==> src/rtl/plab4_net_terminal_ifc_tp_pkg.sv <==
// rtl/plab4_net_terminal_ifc_tp_pkg.sv - net message layout helpers for the terminal interface
// Layout, MSB first: {dest, src, opaque, payload}.
package plab4_net_terminal_ifc_tp_pkg;

  function automatic int unsigned net_msg_nbits(input int unsigned p, input int unsigned o,
                                                input int unsigned s);
    return p + o + 2 * s;
  endfunction

  function automatic int unsigned net_msg_src_lsb(input int unsigned p, input int unsigned o);
    return p + o;
  endfunction

  function automatic int unsigned net_msg_dest_lsb(input int unsigned p, input int unsigned o,
                                                   input int unsigned s);
    return p + o + s;
  endfunction

endpackage

==> src/rtl/plab4_net_TerminalEjectQueue_TP.sv <==
// rtl/plab4_net_TerminalEjectQueue_TP.sv - count-based ejection FIFO with registered full/empty
// Power-of-two depth lets the pointers wrap by plain truncation.
module plab4_net_TerminalEjectQueue_TP #(
  parameter int unsigned p_msg_nbits = 41,
  parameter int unsigned p_num_msgs  = 2
) (
  input  logic                   clk,
  input  logic                   reset,
  input  logic                   enq_val_i,
  output logic                   enq_rdy_o,
  input  logic [p_msg_nbits-1:0] enq_msg_i,
  output logic                   deq_val_o,
  input  logic                   deq_rdy_i,
  output logic [p_msg_nbits-1:0] deq_msg_o
);

  localparam int unsigned c_addr_nbits = $clog2(p_num_msgs);
  localparam int unsigned c_cnt_nbits  = $clog2(p_num_msgs + 1);
  localparam logic [c_cnt_nbits-1:0] c_depth = c_cnt_nbits'(p_num_msgs);

  logic [p_msg_nbits-1:0]  mem_q [p_num_msgs];
  logic [c_addr_nbits-1:0] wr_ptr_q, wr_ptr_d, rd_ptr_q, rd_ptr_d;
  logic [c_cnt_nbits-1:0]  cnt_q, cnt_d;
  logic                    full_q, full_d, empty_q, empty_d;
  logic                    enq_fire, deq_fire;

  assign enq_rdy_o = !full_q;
  assign deq_val_o = !empty_q;
  assign deq_msg_o = mem_q[rd_ptr_q];
  assign enq_fire  = enq_val_i && !full_q;
  assign deq_fire  = deq_rdy_i && !empty_q;

  always_comb begin
    wr_ptr_d = wr_ptr_q;
    rd_ptr_d = rd_ptr_q;
    cnt_d    = cnt_q;
    if (enq_fire) wr_ptr_d = wr_ptr_q + 1'b1;
    if (deq_fire) rd_ptr_d = rd_ptr_q + 1'b1;
    if (enq_fire && !deq_fire)      cnt_d = cnt_q + 1'b1;
    else if (!enq_fire && deq_fire) cnt_d = cnt_q - 1'b1;
    full_d  = (cnt_d == c_depth);
    empty_d = (cnt_d == '0);
  end

  always_ff @(posedge clk or negedge reset) begin
    if (!reset) begin
      wr_ptr_q <= '0;
      rd_ptr_q <= '0;
      cnt_q    <= '0;
      full_q   <= 1'b0;
      empty_q  <= 1'b1;
    end else begin
      wr_ptr_q <= wr_ptr_d;
      rd_ptr_q <= rd_ptr_d;
      cnt_q    <= cnt_d;
      full_q   <= full_d;
      empty_q  <= empty_d;
    end
  end

  // Storage needs no reset: empty_q masks stale entries.
  always_ff @(posedge clk) begin
    if (enq_fire) mem_q[wr_ptr_q] <= enq_msg_i;
  end

endmodule

==> src/rtl/plab4_net_terminal_ifc_tp.sv <==
// rtl/plab4_net_terminal_ifc_tp.sv - timing-protected terminal interface between two domains and a router
// Every per-domain path is built from that domain's signals only; `domain` steers ejection.
module plab4_net_terminal_ifc_tp
  import plab4_net_terminal_ifc_tp_pkg::*;
#(
  parameter int unsigned p_payload_nbits = 32,
  parameter int unsigned p_opaque_nbits  = 3,
  parameter int unsigned p_srcdest_nbits = 3,
  parameter int unsigned p_router_id     = 0,
  parameter int unsigned p_num_routers   = 8,
  parameter int unsigned p_num_msgs      = 2,
  localparam int unsigned c_net_msg_nbits =
    net_msg_nbits(p_payload_nbits, p_opaque_nbits, p_srcdest_nbits)
) (
  input  logic                       clk,
  input  logic                       reset,
  input  logic                       domain,
  input  logic                       send_val_d0,
  output logic                       send_rdy_d0,
  input  logic [p_srcdest_nbits-1:0] send_dest_d0,
  input  logic [p_opaque_nbits-1:0]  send_opaque_d0,
  input  logic [p_payload_nbits-1:0] send_payload_d0,
  input  logic                       send_val_d1,
  output logic                       send_rdy_d1,
  input  logic [p_srcdest_nbits-1:0] send_dest_d1,
  input  logic [p_opaque_nbits-1:0]  send_opaque_d1,
  input  logic [p_payload_nbits-1:0] send_payload_d1,
  output logic                       net_in_val_d0,
  input  logic                       net_in_rdy_d0,
  output logic [c_net_msg_nbits-1:0] net_in_msg_d0,
  output logic                       net_in_val_d1,
  input  logic                       net_in_rdy_d1,
  output logic [c_net_msg_nbits-1:0] net_in_msg_d1,
  input  logic                       net_out_val,
  output logic                       net_out_rdy,
  input  logic [c_net_msg_nbits-1:0] net_out_msg,
  output logic                       recv_val_d0,
  input  logic                       recv_rdy_d0,
  output logic [c_net_msg_nbits-1:0] recv_msg_d0,
  output logic                       recv_val_d1,
  input  logic                       recv_rdy_d1,
  output logic [c_net_msg_nbits-1:0] recv_msg_d1,
  output logic                       misroute_d0,
  output logic                       misroute_d1
);

  localparam int unsigned c_dest_lsb =
    net_msg_dest_lsb(p_payload_nbits, p_opaque_nbits, p_srcdest_nbits);
  localparam logic [p_srcdest_nbits-1:0] c_router_id = p_srcdest_nbits'(p_router_id);

  logic [1:0]                 send_val, send_rdy, net_in_val, net_in_rdy;
  logic [p_srcdest_nbits-1:0] send_dest    [2];
  logic [p_opaque_nbits-1:0]  send_opaque  [2];
  logic [p_payload_nbits-1:0] send_payload [2];
  logic [c_net_msg_nbits-1:0] net_in_msg   [2];
  logic [1:0]                 eq_enq_val, eq_enq_rdy, eq_deq_val, eq_deq_rdy, misroute;
  logic [c_net_msg_nbits-1:0] eq_deq_msg   [2];
  logic [p_srcdest_nbits-1:0] out_dest;
  logic                       out_dest_bad;

  assign send_val        = {send_val_d1, send_val_d0};
  assign send_dest[0]    = send_dest_d0;
  assign send_dest[1]    = send_dest_d1;
  assign send_opaque[0]  = send_opaque_d0;
  assign send_opaque[1]  = send_opaque_d1;
  assign send_payload[0] = send_payload_d0;
  assign send_payload[1] = send_payload_d1;
  assign net_in_rdy      = {net_in_rdy_d1, net_in_rdy_d0};
  assign eq_deq_rdy      = {recv_rdy_d1, recv_rdy_d0};

  assign send_rdy_d0   = send_rdy[0];
  assign send_rdy_d1   = send_rdy[1];
  assign net_in_val_d0 = net_in_val[0];
  assign net_in_val_d1 = net_in_val[1];
  assign net_in_msg_d0 = net_in_msg[0];
  assign net_in_msg_d1 = net_in_msg[1];
  assign recv_val_d0   = reset && eq_deq_val[0];
  assign recv_val_d1   = reset && eq_deq_val[1];
  assign recv_msg_d0   = eq_deq_msg[0];
  assign recv_msg_d1   = eq_deq_msg[1];
  assign misroute_d0   = misroute[0];
  assign misroute_d1   = misroute[1];

  // Ready only looks at the selected domain's registered full flag.
  assign net_out_rdy  = reset && (domain ? eq_enq_rdy[1] : eq_enq_rdy[0]);
  assign out_dest     = net_out_msg[c_dest_lsb +: p_srcdest_nbits];
  assign out_dest_bad = (out_dest != c_router_id) || (32'(out_dest) >= 32'(p_num_routers));

  for (genvar d = 0; d < 2; d++) begin : g_dom
    logic                       inj_full_q, inj_full_d;
    logic [c_net_msg_nbits-1:0] inj_msg_q, inj_msg_d;
    logic                       send_fire;
    logic                       misroute_q, misroute_d;

    assign send_rdy[d]   = reset && (!inj_full_q || net_in_rdy[d]);
    assign send_fire     = send_val[d] && send_rdy[d];
    assign net_in_val[d] = reset && inj_full_q;
    assign net_in_msg[d] = inj_msg_q;

    always_comb begin
      inj_full_d = inj_full_q;
      inj_msg_d  = inj_msg_q;
      if (send_fire) begin
        inj_full_d = 1'b1;
        inj_msg_d  = {send_dest[d], c_router_id, send_opaque[d], send_payload[d]};
      end else if (inj_full_q && net_in_rdy[d]) begin
        inj_full_d = 1'b0;
      end
    end

    assign eq_enq_val[d] = net_out_val && net_out_rdy && (domain == 1'(d));
    assign misroute_d    = misroute_q || (eq_enq_val[d] && out_dest_bad);
    assign misroute[d]   = misroute_q;

    always_ff @(posedge clk or negedge reset) begin
      if (!reset) begin
        inj_full_q <= 1'b0;
        inj_msg_q  <= '0;
        misroute_q <= 1'b0;
      end else begin
        inj_full_q <= inj_full_d;
        inj_msg_q  <= inj_msg_d;
        misroute_q <= misroute_d;
      end
    end

    plab4_net_TerminalEjectQueue_TP #(
      .p_msg_nbits (c_net_msg_nbits),
      .p_num_msgs  (p_num_msgs)
    ) u_eject_q (
      .clk       (clk),
      .reset     (reset),
      .enq_val_i (eq_enq_val[d]),
      .enq_rdy_o (eq_enq_rdy[d]),
      .enq_msg_i (net_out_msg),
      .deq_val_o (eq_deq_val[d]),
      .deq_rdy_i (eq_deq_rdy[d]),
      .deq_msg_o (eq_deq_msg[d])
    );
  end

endmodule

==> config.mk <==
export PLATFORM = sky130hd
export DESIGN_NAME = plab4_net_terminal_ifc_tp
export DESIGN_NICKNAME = d
export VERILOG_FILES = /design/src/rtl/plab4_net_terminal_ifc_tp_pkg.sv /design/src/rtl/plab4_net_TerminalEjectQueue_TP.sv /design/src/rtl/plab4_net_terminal_ifc_tp.sv
export SDC_FILE = /design/constraint.sdc
export NUM_CORES = 1
export LEC_CHECK = 0
export CAP_MARGIN = 30
export CORE_UTILIZATION = 55
export CTS_BUF_LIST = sky130_fd_sc_hd__clkbuf_8 sky130_fd_sc_hd__clkbuf_16
export DETAILED_ROUTE_END_ITERATION = 8
export DONT_BUFFER_PORTS = 1
export PLACE_DENSITY = 0.73
export SYNTH_ARGS = -nofsm -noshare
export SYNTH_HDL_FRONTEND = slang
export SYNTH_SLANG_ARGS = --single-unit
==> constraint.sdc <==
create_clock -name clk -period 3.01 [get_ports clk]
set_clock_uncertainty 0.15 [all_clocks]
set_input_delay 0.602 -clock clk [delete_from_list [all_inputs] [get_ports clk]]
set_output_delay 0.602 -clock clk [all_outputs]
set_load 0.005 [all_outputs]
==> results of run 1 <==
[state kept, by name, summed over array words and instances (netlist names)]
signal and count:
g_dom.u_eject_q.mem_q 164, net_in_msg_d0 38, net_in_msg_d1 38, g_dom.u_eject_q.cnt_q 4, g_dom.inj_full_q 2, g_dom.u_eject_q.empty_q 2, g_dom.u_eject_q.full_q 2, g_dom.u_eject_q.rd_ptr_q 2
g_dom.u_eject_q.wr_ptr_q 2, misroute_d0 1, misroute_d1 1
[metrics by stage]
stage / TNS [ns] / area [um2] / setup WS (ns) / instances
floorplan: -28.68 / 9670 / -0.350 / 509
global placement: 0 / 9930 / 0.725 / 714
detailed placement: 0 / 9930 / 0.714 / 714
CTS: 0 / 10800 / 0.311 / 764
global route: 0 / 10800 / 0.276 / 764
finish: 0 / 10800 / 0.393 / 764
[cell usage in the layout, fill, tap and decap left out, drive strengths merged, types with 3 or more instances in the layout]
master / n
dfrtp: 90
nor2b: 4
clkbuf: 30
mux2: 158
clkinv: 10
nand2: 9
nand2b: 4
and2: 5
inv: 4
buf: 9
conb: 6
nor2: 6
xor2: 3
edfxtp: 164
nor3: 3
o21ai: 6
bufinv: 3
xnor2: 7
[kinds of logic (layout without fill, tap and decap cells)]
| family | Yosys count | after routing |
|---|---|---|
| xor gates and xnor gates | 10 | 10 |
| muxes | 159 | 159 |
| and+or+nand+nor | 38 | 38 |
| DFF | 256 | 256 |
| buffers and inverters | 29 | 59 |
| AOI/OAI and AO/OA | 11 | 11 |
| other | 1 | 6 |
[final timing paths]
path | end | slack, ns | from | depth (start not counted)
worst max register to register | g_dom[0].u_eject_q.mem_q[1][2]$_DFFE_PP_ | 0.95 | g_dom[0].u_eject_q.full_q$_DFF_PN0_ | 3
worst max-delay path | recv_msg_d1[15] | 0.39 | g_dom[1].u_eject_q.rd_ptr_q$_DFFE_PN0P_ | 2
max in group asynchronous | g_dom[1].u_eject_q.empty_q$_DFF_PN1_ | 1.79 | reset | 2
min in group asynchronous | net_in_msg_d0[8]$_DFFE_PN0P_ | 0.55 | reset | 2
worst min register to register | g_dom[1].inj_full_q$_DFFE_PN0P_ | 0.35 | g_dom[1].inj_full_q$_DFFE_PN0P_ | 2
worst min-delay path | g_dom[0].u_eject_q.mem_q[1][36]$_DFFE_PP_ | 0.03 | net_out_msg[36] | 0
[layer usage]
layer  wire, um  share of wire (%)  GRT usage, %  up-vias
met4        402                2.2          5.81        0
met1       6450                 36          22.8     2169
met5          0                  0             0        -
met2       9360                 52          33.7      217
met3       1880                 10          6.83       26
li1           -                  -             -     1894
[what timing repair did]
action / CTS / global route
hold endpoints to repair: 92 / 0
hold buffers: 2 / 0
setup buffers: 0 / 0
[power by group]
part           internal, mW  switching (mW)  leakage [nW]  total [mW]
Combinational         0.786           0.632         0.989        1.42
Sequential             4.19           0.391          2.56        4.58
Clock                  1.95            1.24         0.443        3.19
[area by class of cell]
cell class / instances / area share [%]
Multi-Input combinational cell: 224 / 21.0
Tap cell: 225 / 2.60
Inverter: 1 / 0.0346
Sequential cell: 256 / 66.7
Timing Repair Buffer: 10 / 1.59
Clock buffer: 30 / 6.61
Clock inverter: 18 / 1.47
==> flow_metrics.tcl, run 1 <==
set metrics [dict create \
    outcome "completed" \
    fin_crit_sh_pct 87.0 \
    dieHeight_um 134 \
    synth_xor_area_share_pct 0.985 \
    total_power_mw 9.18 \
    antenna_found_initial 0 \
    synth_adder_area_share_pct 0 \
    critPathCaptureType "output pin" \
    slowest_delay_ns 0.72 \
    die_area_mm2 0.0181 \
    cts_root_buffer "clkbuf_16" \
    area_delta_synth_final_pct 12.4 \
    synth_compound_area_share_pct 0.700 \
    coreArea_mm2 0.0172 \
    synth_warnings 0 \
    n_antenna_cell 0 \
    synth_largest_area_cell "edfxtp_1" \
    dr.first_iter.drc_count 179 \
    slew_violations 0 \
    grt_use_total_pct 19.4 \
    irDropWorstVdd_mv 0.452 \
    fillCellCount 1203 \
    die_x_um 134 \
    crit_chain "buf_12 -> mux2_2" \
    cp.arrival_ns 1.87 \
    routabilityCongestion 0.761 \
    cts_sinks 256 \
    leakage_nw 3.99 \
    synth_simple_gate_area_share_pct 2.22 \
    grt_max_degree 93 \
    grt_overflow 0 \
    ys_types 34 \
    cts_resized 0 \
    grt_pass1_wl_um 26100 \
    tritoncts "yes" \
    netlist_area_mm2 0.00965 \
    power_density_mw_per_mm2 847 \
    required_ns 2.26 \
    drc 0 \
    crit_path_top_delay_cell "dfrtp_2" \
    synth_commonest_cells "edfxtp_1 (164), mux2_2 (140), dfrtp_1 (90)" \
    drive_above_1_share_pct 41.0 \
    path_class "reg2out" \
    grt_pass1_vias 4480 \
    rows 48 \
    antenna_left 0 \
    yosys.cell_count.top_type "edfxtp_1" \
    synth_cells 504 \
    clk_latency_ns 0.51 \
    hold_class "in2reg" \
    initial_utilization_pct 56.0 \
    whs_ns 0.0350 \
    synthFlopType "edfxtp_1" \
    async_reset_ff_share_pct 35.9 \
    relSlewSlack_pct 57.1 \
    vias_per_cell 5.64 \
    clockBufferDepth 3 \
    via_count 4306 \
    path_delay_family "flip-flops" \
    ys_ff_latch 256 \
    cp_max_fo 22 \
    htreeDepth 1 \
    max_freq_mhz 382 \
    period_needed_ns 2.62 \
    hold_viol_final 0 \
    critPathBufInv 1 \
    synth_edf_count 164 \
    nets 646 \
    regArea_mm2 0.00723 \
    synth.top_cell.area_share_pct 51.0 \
    port_buffers 0 \
    io_pins 300 \
    wl_per_cell_um 23.7 \
    clkTransAtPathRegs_ns 0.06 \
    rsz0062_at_grt "false" \
    tightest_slew_ns 0.640 \
    syn-mean-instance-area_um2 19.2 \
    fin_util_pct 62.9 \
    synth_top_family_by_area "multiplexers" \
    maxCapViolCount 0 \
    dp_hpwl_um 12000 \
    drt_wl_total_um 18100 \
    cp-start-kind "flop" \
    yosysSeqAreaShare_pct 74.9 \
    muxShareOfSynthArea_pct 19.2 \
    finalSetupViolCount 0 \
    synthTopCellsByArea "edfxtp_1 (51%), dfrtp_1 (23%), mux2_2 (16%)" \
    numCtsBuffers 26 \
    dr.pass1.iters 4 \
    multi_input_area_mm2 0.00228 \
]
No activity file was read; power rests on OpenSTA's default activity.
==> run 2: changes to the inputs <==
Settings changed: ABC_CLOCK_PERIOD_IN_PS set to 3010, CORE_UTILIZATION 55 to 57, PLACE_DENSITY 0.73 to 0.75.
==> run 2 against run 1 <==
- combinational power barely moved
- clock power shrank 11%
- sequential power fell by 2%
- sequential share of layout area rose by 1.0 points
- setup slack worse by 0.0029 ns
- via count fell by 0.77%
- count of clock-buffer cells in the layout shrank 3
- register-to-register slack gained 0.06 ns
- largest power group unchanged
==> flow_metrics.tcl, run 2 (synthesis results as in run 1) <==
set metrics [dict create \
    routabilityCongestion 0.750 \
    postCtsSetupBuffers 0 \
    via_count 4273 \
    p_sw_mw 2.21 \
    antenna_found_initial 0 \
    grt_overflow 0 \
    coreArea_mm2 0.0166 \
    cts_resized 0 \
    cp-start-kind "flop" \
    cts_root_buffer "clkbuf_16" \
    whs_ns 0.0476 \
    die_area_mm2 0.0175 \
    vias_per_cell 5.64 \
    wl_per_cell_um 23.7 \
    pwr-share-clk_pct 32.4 \
    area_delta_synth_final_pct 10.7 \
    p_comb_share_pct 16.4 \
    power.internal_mw 6.60 \
    grt_max_degree 93 \
    dieHeight_um 132 \
    final_cell_mix "edfxtp_1 (164), mux2_2 (140), dfrtp_1 (88)" \
    timing.critical_path.depth 2 \
    die_x_um 132 \
    fin_area_mm2 0.0107 \
    dp_hpwl_um 12000 \
    fillCellCount 1143 \
    crit_chain "buf_4 -> mux2_2" \
    power_density_mw_per_mm2 825 \
    port_buffers 0 \
    grt_pass1_wl_um 27400 \
    regMostFlops "g_dom.u_eject_q.mem_q" \
    ff2ff_path_depth 3 \
    path_delay_family "flip-flops" \
    post-place-cells 711 \
    initial_utilization_pct 58.2 \
    cts_sinks 256 \
    tightest_slew_ns 0.598 \
    hold_depth 0 \
    reg2reg_setup_slack_ns 1.01 \
    clkTransAtPathRegs_ns 0.06 \
    outcome "completed" \
    crit_path_top_delay_cell "dfrtp_2" \
    relSlewSlack_pct 60.1 \
    dr.pass1.iters 4 \
    drc 0 \
    nets 646 \
    hold_buffers 2 \
    drive_above_1_share_pct 40.4 \
    maxCapViolCount 0 \
    path_class "reg2out" \
    numCtsBuffers 24 \
    finalSetupViolCount 0 \
    fin_crit_sh_pct 87.1 \
    slowest_delay_ns 0.60 \
    drt_wl_total_um 17900 \
    placedInstanceArea_mm2 0.00988 \
    leakage_nw 3.93 \
    p_sw_share_pct 25.1 \
    hold_viol_final 0 \
    hold_class "in2reg" \
    critPathCaptureType "output pin" \
    htreeDepth 1 \
    irDropWorstVdd_mv 0.490 \
    dr.first_iter.drc_count 239 \
    pwr-share-seq_pct 51.2 \
    total_power_mw 8.81 \
    grt_pass1_vias 4786 \
    required_ns 2.26 \
    clk_latency_ns 0.49 \
    cp_max_fo 20 \
    n_antenna_cell 0 \
    rsz0062_at_grt "false" \
    final_common_cell "edfxtp_1" \
    largest_reg_flops 164 \
    critPathBufInv 1 \
    stdcell_count 757 \
    clockBufferDepth 3 \
    tritoncts "yes" \
    cp.arrival_ns 1.87 \
    period_needed_ns 2.62 \
    rows 47 \
    max_freq_mhz 382 \
    grt_use_total_pct 20.6 \
    slew_violations 0 \
    io_pins 300 \
    antenna_left 0 \
]
## run 2: cell count changes in the layout (fill, tap and decap cells not counted), sizes merged
cell	change
inv	+1
clkinv	+2
bufinv	-2
clkbuf	-3
buf	+2
clkinvlp	-2
## run 2: path summary, 6_finish.rpt
check,from,endpoint
worst max-delay path,g_dom[1].u_eject_q.rd_ptr_q$_DFFE_PN0P_,recv_msg_d1[19]
worst min-delay path,net_out_msg[37],g_dom[1].u_eject_q.mem_q[0][37]$_DFFE_PP_
worst max register to register,g_dom[0].u_eject_q.full_q$_DFF_PN0_,g_dom[0].u_eject_q.mem_q[1][22]$_DFFE_PP_
worst min register to register,g_dom[0].u_eject_q.rd_ptr_q$_DFFE_PN0P_,g_dom[0].u_eject_q.rd_ptr_q$_DFFE_PN0P_
max in group asynchronous,reset,g_dom[1].u_eject_q.empty_q$_DFF_PN1_
min in group asynchronous,reset,g_dom[0].u_eject_q.full_q$_DFF_PN0_
## run 2: layer usage
layer	share of wire (%)	GRT usage, %
met5	0	0
met4	1.4	4.91
met3	9.8	7.23
met2	54	37.4
met1	35	23.2
## run 2: area by class of cell
cell class / count / area, um2 / area share [%]
clock buffers: 27 / 664 / 6.22
multi-input cells: 224 / 2280 / 21.3
repair buffers: 12 / 125 / 1.17
inverters: 1 / 3.75 / 0.0351
clock inverters: 17 / 100 / 0.937
well taps: 220 / 275 / 2.58
flip-flops and latches: 256 / 7230 / 67.7
## run 2: power groups by stage
stage | clock [mW] | combinational [mW] | sequential, mW
3_5_place_dp | 0 | 1.44 | 4.58
5_1_grt | 3.04 | 1.56 | 4.56
2_1_floorplan | 0 | 1.22 | 4.44
3_3_place_gp | 0 | 1.40 | 4.56
6_report | 2.85 | 1.44 | 4.51
4_1_cts | 2.92 | 1.48 | 4.52
## run 2: worst reg2reg max path, delay by kind of cell (launching register included)
family        cells  cell delay (ns)
flops             1             0.37
buf+inv           1             0.26
simple gates      2             0.91
## run 2: stage by stage
step                      utilization, %  setup slack (ns)  setup TNS, ns
final                               64.4             0.390              0
after global routing                64.4             0.302              0
after CTS                           64.4             0.337              0
after detailed placement            59.6             0.770              0
after global placement              59.6             0.785              0
after floorplan                        -            -0.350         -28.68
==> run 3: changes to the inputs <==
Settings changed: ABC_AREA set to 1, CORE_MARGIN set to 2.
==> run 3 against run 2 <==
- clock power barely moved
- power up 2.6%
- largest cell class unchanged
- global-route usage about the same
- routed wire length up 6.3%
- via count up 21%
- largest power group unchanged
- worst hold slack improved by 0.0041 ns
- count of clock-buffer cells in the layout shrank 2
==> flow_metrics.tcl, run 3 <==
set metrics [dict create \
    outcome "completed" \
    grt_overflow 0 \
    slew_violations 0 \
    clk_latency_ns 0.49 \
    pwr-share-clk_pct 31.9 \
    required_ns 2.26 \
    wl_per_cell_um 20.0 \
    path_delay_family "buffers and inverters" \
    initial_utilization_pct 58.4 \
    rows 47 \
    total_power_mw 9.04 \
    worstHoldStart "net_out_msg[7]" \
    hold_class "in2reg" \
    ys_ff_latch 256 \
    synth_edf_count 164 \
    cpMostUsedCell "nand2_1" \
    dp_hpwl_um 12500 \
    area_delta_synth_final_pct 10.9 \
    final_cell_mix "nand2_1 (274), edfxtp_1 (164), dfrtp_1 (89)" \
    cp-start-kind "flop" \
    clockBufferDepth 3 \
    cts_resized 0 \
    clkTransAtPathRegs_ns 0.06 \
    synth.top_cell.area_share_pct 50.7 \
    maxCapViolCount 0 \
    drive_above_1_share_pct 18.8 \
    grt_use_total_pct 20.6 \
    rr_startpoint "g_dom[1].inj_full_q$_DFFE_PN0P_" \
    cts_root_buffer "clkbuf_16" \
    largest_reg_flops 164 \
    syn-mean-instance-area_um2 13.8 \
    p_sw_mw 2.64 \
    yosysSeqAreaShare_pct 74.4 \
    period_needed_ns 2.39 \
    p_sw_share_pct 29.2 \
    leakage_nw 4.44 \
    drc 0 \
    antenna_found_initial 2 \
    fin_crit_sh_pct 79.4 \
    relSlewSlack_pct 37.2 \
    yosys.cell_count.top_type "nand2_1" \
    io_pins 300 \
    final_common_cell "nand2_1" \
    via_count 5155 \
    async_reset_ff_share_pct 35.9 \
    grt_pass1_wl_um 28900 \
    irDropWorstVdd_mv 0.501 \
    netlist_area_mm2 0.00972 \
    die_area_mm2 0.0181 \
    p_comb_share_pct 19.0 \
    crit_chain "inv_1 -> buf_4 -> nand2_1 -> nand2_1" \
    tritoncts "yes" \
    cp_max_fo 40 \
    max_freq_mhz 418 \
    power_density_mw_per_mm2 839 \
    grt_pass1_vias 5260 \
    antenna_left 0 \
    routabilityCongestion 0.770 \
    synth_largest_area_cell "edfxtp_1" \
    rsz0062_at_grt "false" \
    grt_max_degree 93 \
    stdcell_count 951 \
    synth_commonest_cells "nand2_1 (274), edfxtp_1 (164), dfrtp_1 (90)" \
    hold_buffers 2 \
    power.internal_mw 6.40 \
    nets 838 \
    ys_types 25 \
    dr.first_iter.drc_count 264 \
    critPathBufInv 2 \
    dieHeight_um 135 \
    htreeDepth 1 \
    finalSetupViolCount 0 \
    postCtsSetupBuffers 0 \
    numCtsBuffers 24 \
    regMostFlops "g_dom.u_eject_q.mem_q" \
    cp.arrival_ns 1.64 \
    die_x_um 135 \
    post-place-cells 903 \
    tightest_slew_ns 0.938 \
    slowest_delay_ns 0.40 \
    critPathCaptureType "output pin" \
    pwr-share-seq_pct 49.1 \
    vias_per_cell 5.42 \
    coreArea_mm2 0.0166 \
    drt_wl_total_um 19100 \
    crit_start "g_dom[0].u_eject_q.rd_ptr_q$_DFFE_PN0P_" \
    port_buffers 0 \
    crit_path_top_delay_cell "dfrtp_2" \
    dr.pass1.iters 4 \
    synthTopCellsByArea "edfxtp_1 (51%), dfrtp_1 (23%), nand2_1 (11%)" \
    synth_warnings 0 \
    cts_sinks 256 \
    synth_cells 703 \
    synthFlopType "edfxtp_1" \
    path_class "reg2out" \
    hold_viol_final 0 \
]
[run 3: cell types whose count changed after synthesis, moves of 5 or more]
cell      before  now
nand2_1        7  274
mux2_2       140   58
inv_1          1   18
clkbuf_1       3   18
nor2_1         6   16
buf_2         13    4
nand3_1        2    7
xnor2_1        7    2
[run 3: worst paths after layout]
kind	to	slack, ns	cells after the start
setup / recovery	recv_msg_d0[40]	0.62	4
hold / removal	g_dom[0].u_eject_q.mem_q[1][7]$_DFFE_PP_	0.05	0
setup reg to reg	net_in_msg_d1[5]$_DFFE_PN0P_	1.02	3
hold reg to reg	net_in_msg_d1[17]$_DFFE_PN0P_	0.38	1
max in group asynchronous	g_dom[1].u_eject_q.empty_q$_DFF_PN1_	1.79	2
min in group asynchronous	g_dom[0].u_eject_q.full_q$_DFF_PN0_	0.57	2
[run 3: stage by stage]
| stage | util [%] | hold WS, ns | cell area (um2) | setup TNS, ns | worst slack [ns] |
|---|---|---|---|---|---|
| 2_1_floorplan | - | 0.156 | 9740 | -41.40 | -0.505 |
| 3_3_place_gp | 59.9 | 0.159 | 9970 | 0 | 0.845 |
| 3_5_place_dp | 59.9 | 0.159 | 9970 | 0 | 0.779 |
| 4_1_cts | 64.7 | 0.0295 | 10800 | 0 | 0.593 |
| 5_1_grt | 64.8 | 0.0281 | 10800 | 0 | 0.489 |
| 6_report | 64.8 | 0.0516 | 10800 | 0 | 0.620 |
[run 3: cell families after synthesis]
| logic type | Yosys count | synth area share (%) |
|---|---|---|
| buffers and inverters | 52 | 2.68 |
| and+or+nand+nor | 308 | 12.4 |
| AOI/OAI and AO/OA | 4 | 0.489 |
| xor gates and xnor gates | 6 | 0.541 |
| DFF | 256 | 74.4 |
| other | 1 | 0.0386 |
| muxes | 76 | 9.50 |
[run 3: cell type report]
type / count / area [um2]
diodes: 2 / 5.00
clock buffers: 25 / 626
clock inverters: 19 / 145
fillers: 1211 / 5860
inverters: 19 / 71.3
multi-input cells: 400 / 2280
flip-flops and latches: 256 / 7230
well taps: 220 / 275
repair buffers: 10 / 148
[run 3: worst reg2reg max path, cell delays in order, from the launching register on]
cell and delay [ns]:
dfrtp_1 0.43, a21oi_4 0.21, nand2_2 0.55, mux2_2 0.53
[run 3: power groups by stage]
stage / registers (mW) / clock network (mW) / logic [mW]
CTS: 4.45 / 2.95 / 1.77
global placement: 4.50 / 0 / 1.65
detailed placement: 4.51 / 0 / 1.74
global route: 4.48 / 3.09 / 1.92
floorplan: 4.42 / 0 / 1.28
finish: 4.44 / 2.88 / 1.72
[run 3: routing by layer]
layer	global-route usage [%]	routed length, um	up-vias	share of wire, %
met2	35.8	9990	230	52
met4	5.96	332	0	1.7
met1	23.7	6570	2523	34
met5	0	0	-	0
met3	8.26	2160	31	11
li1	-	-	2371	-
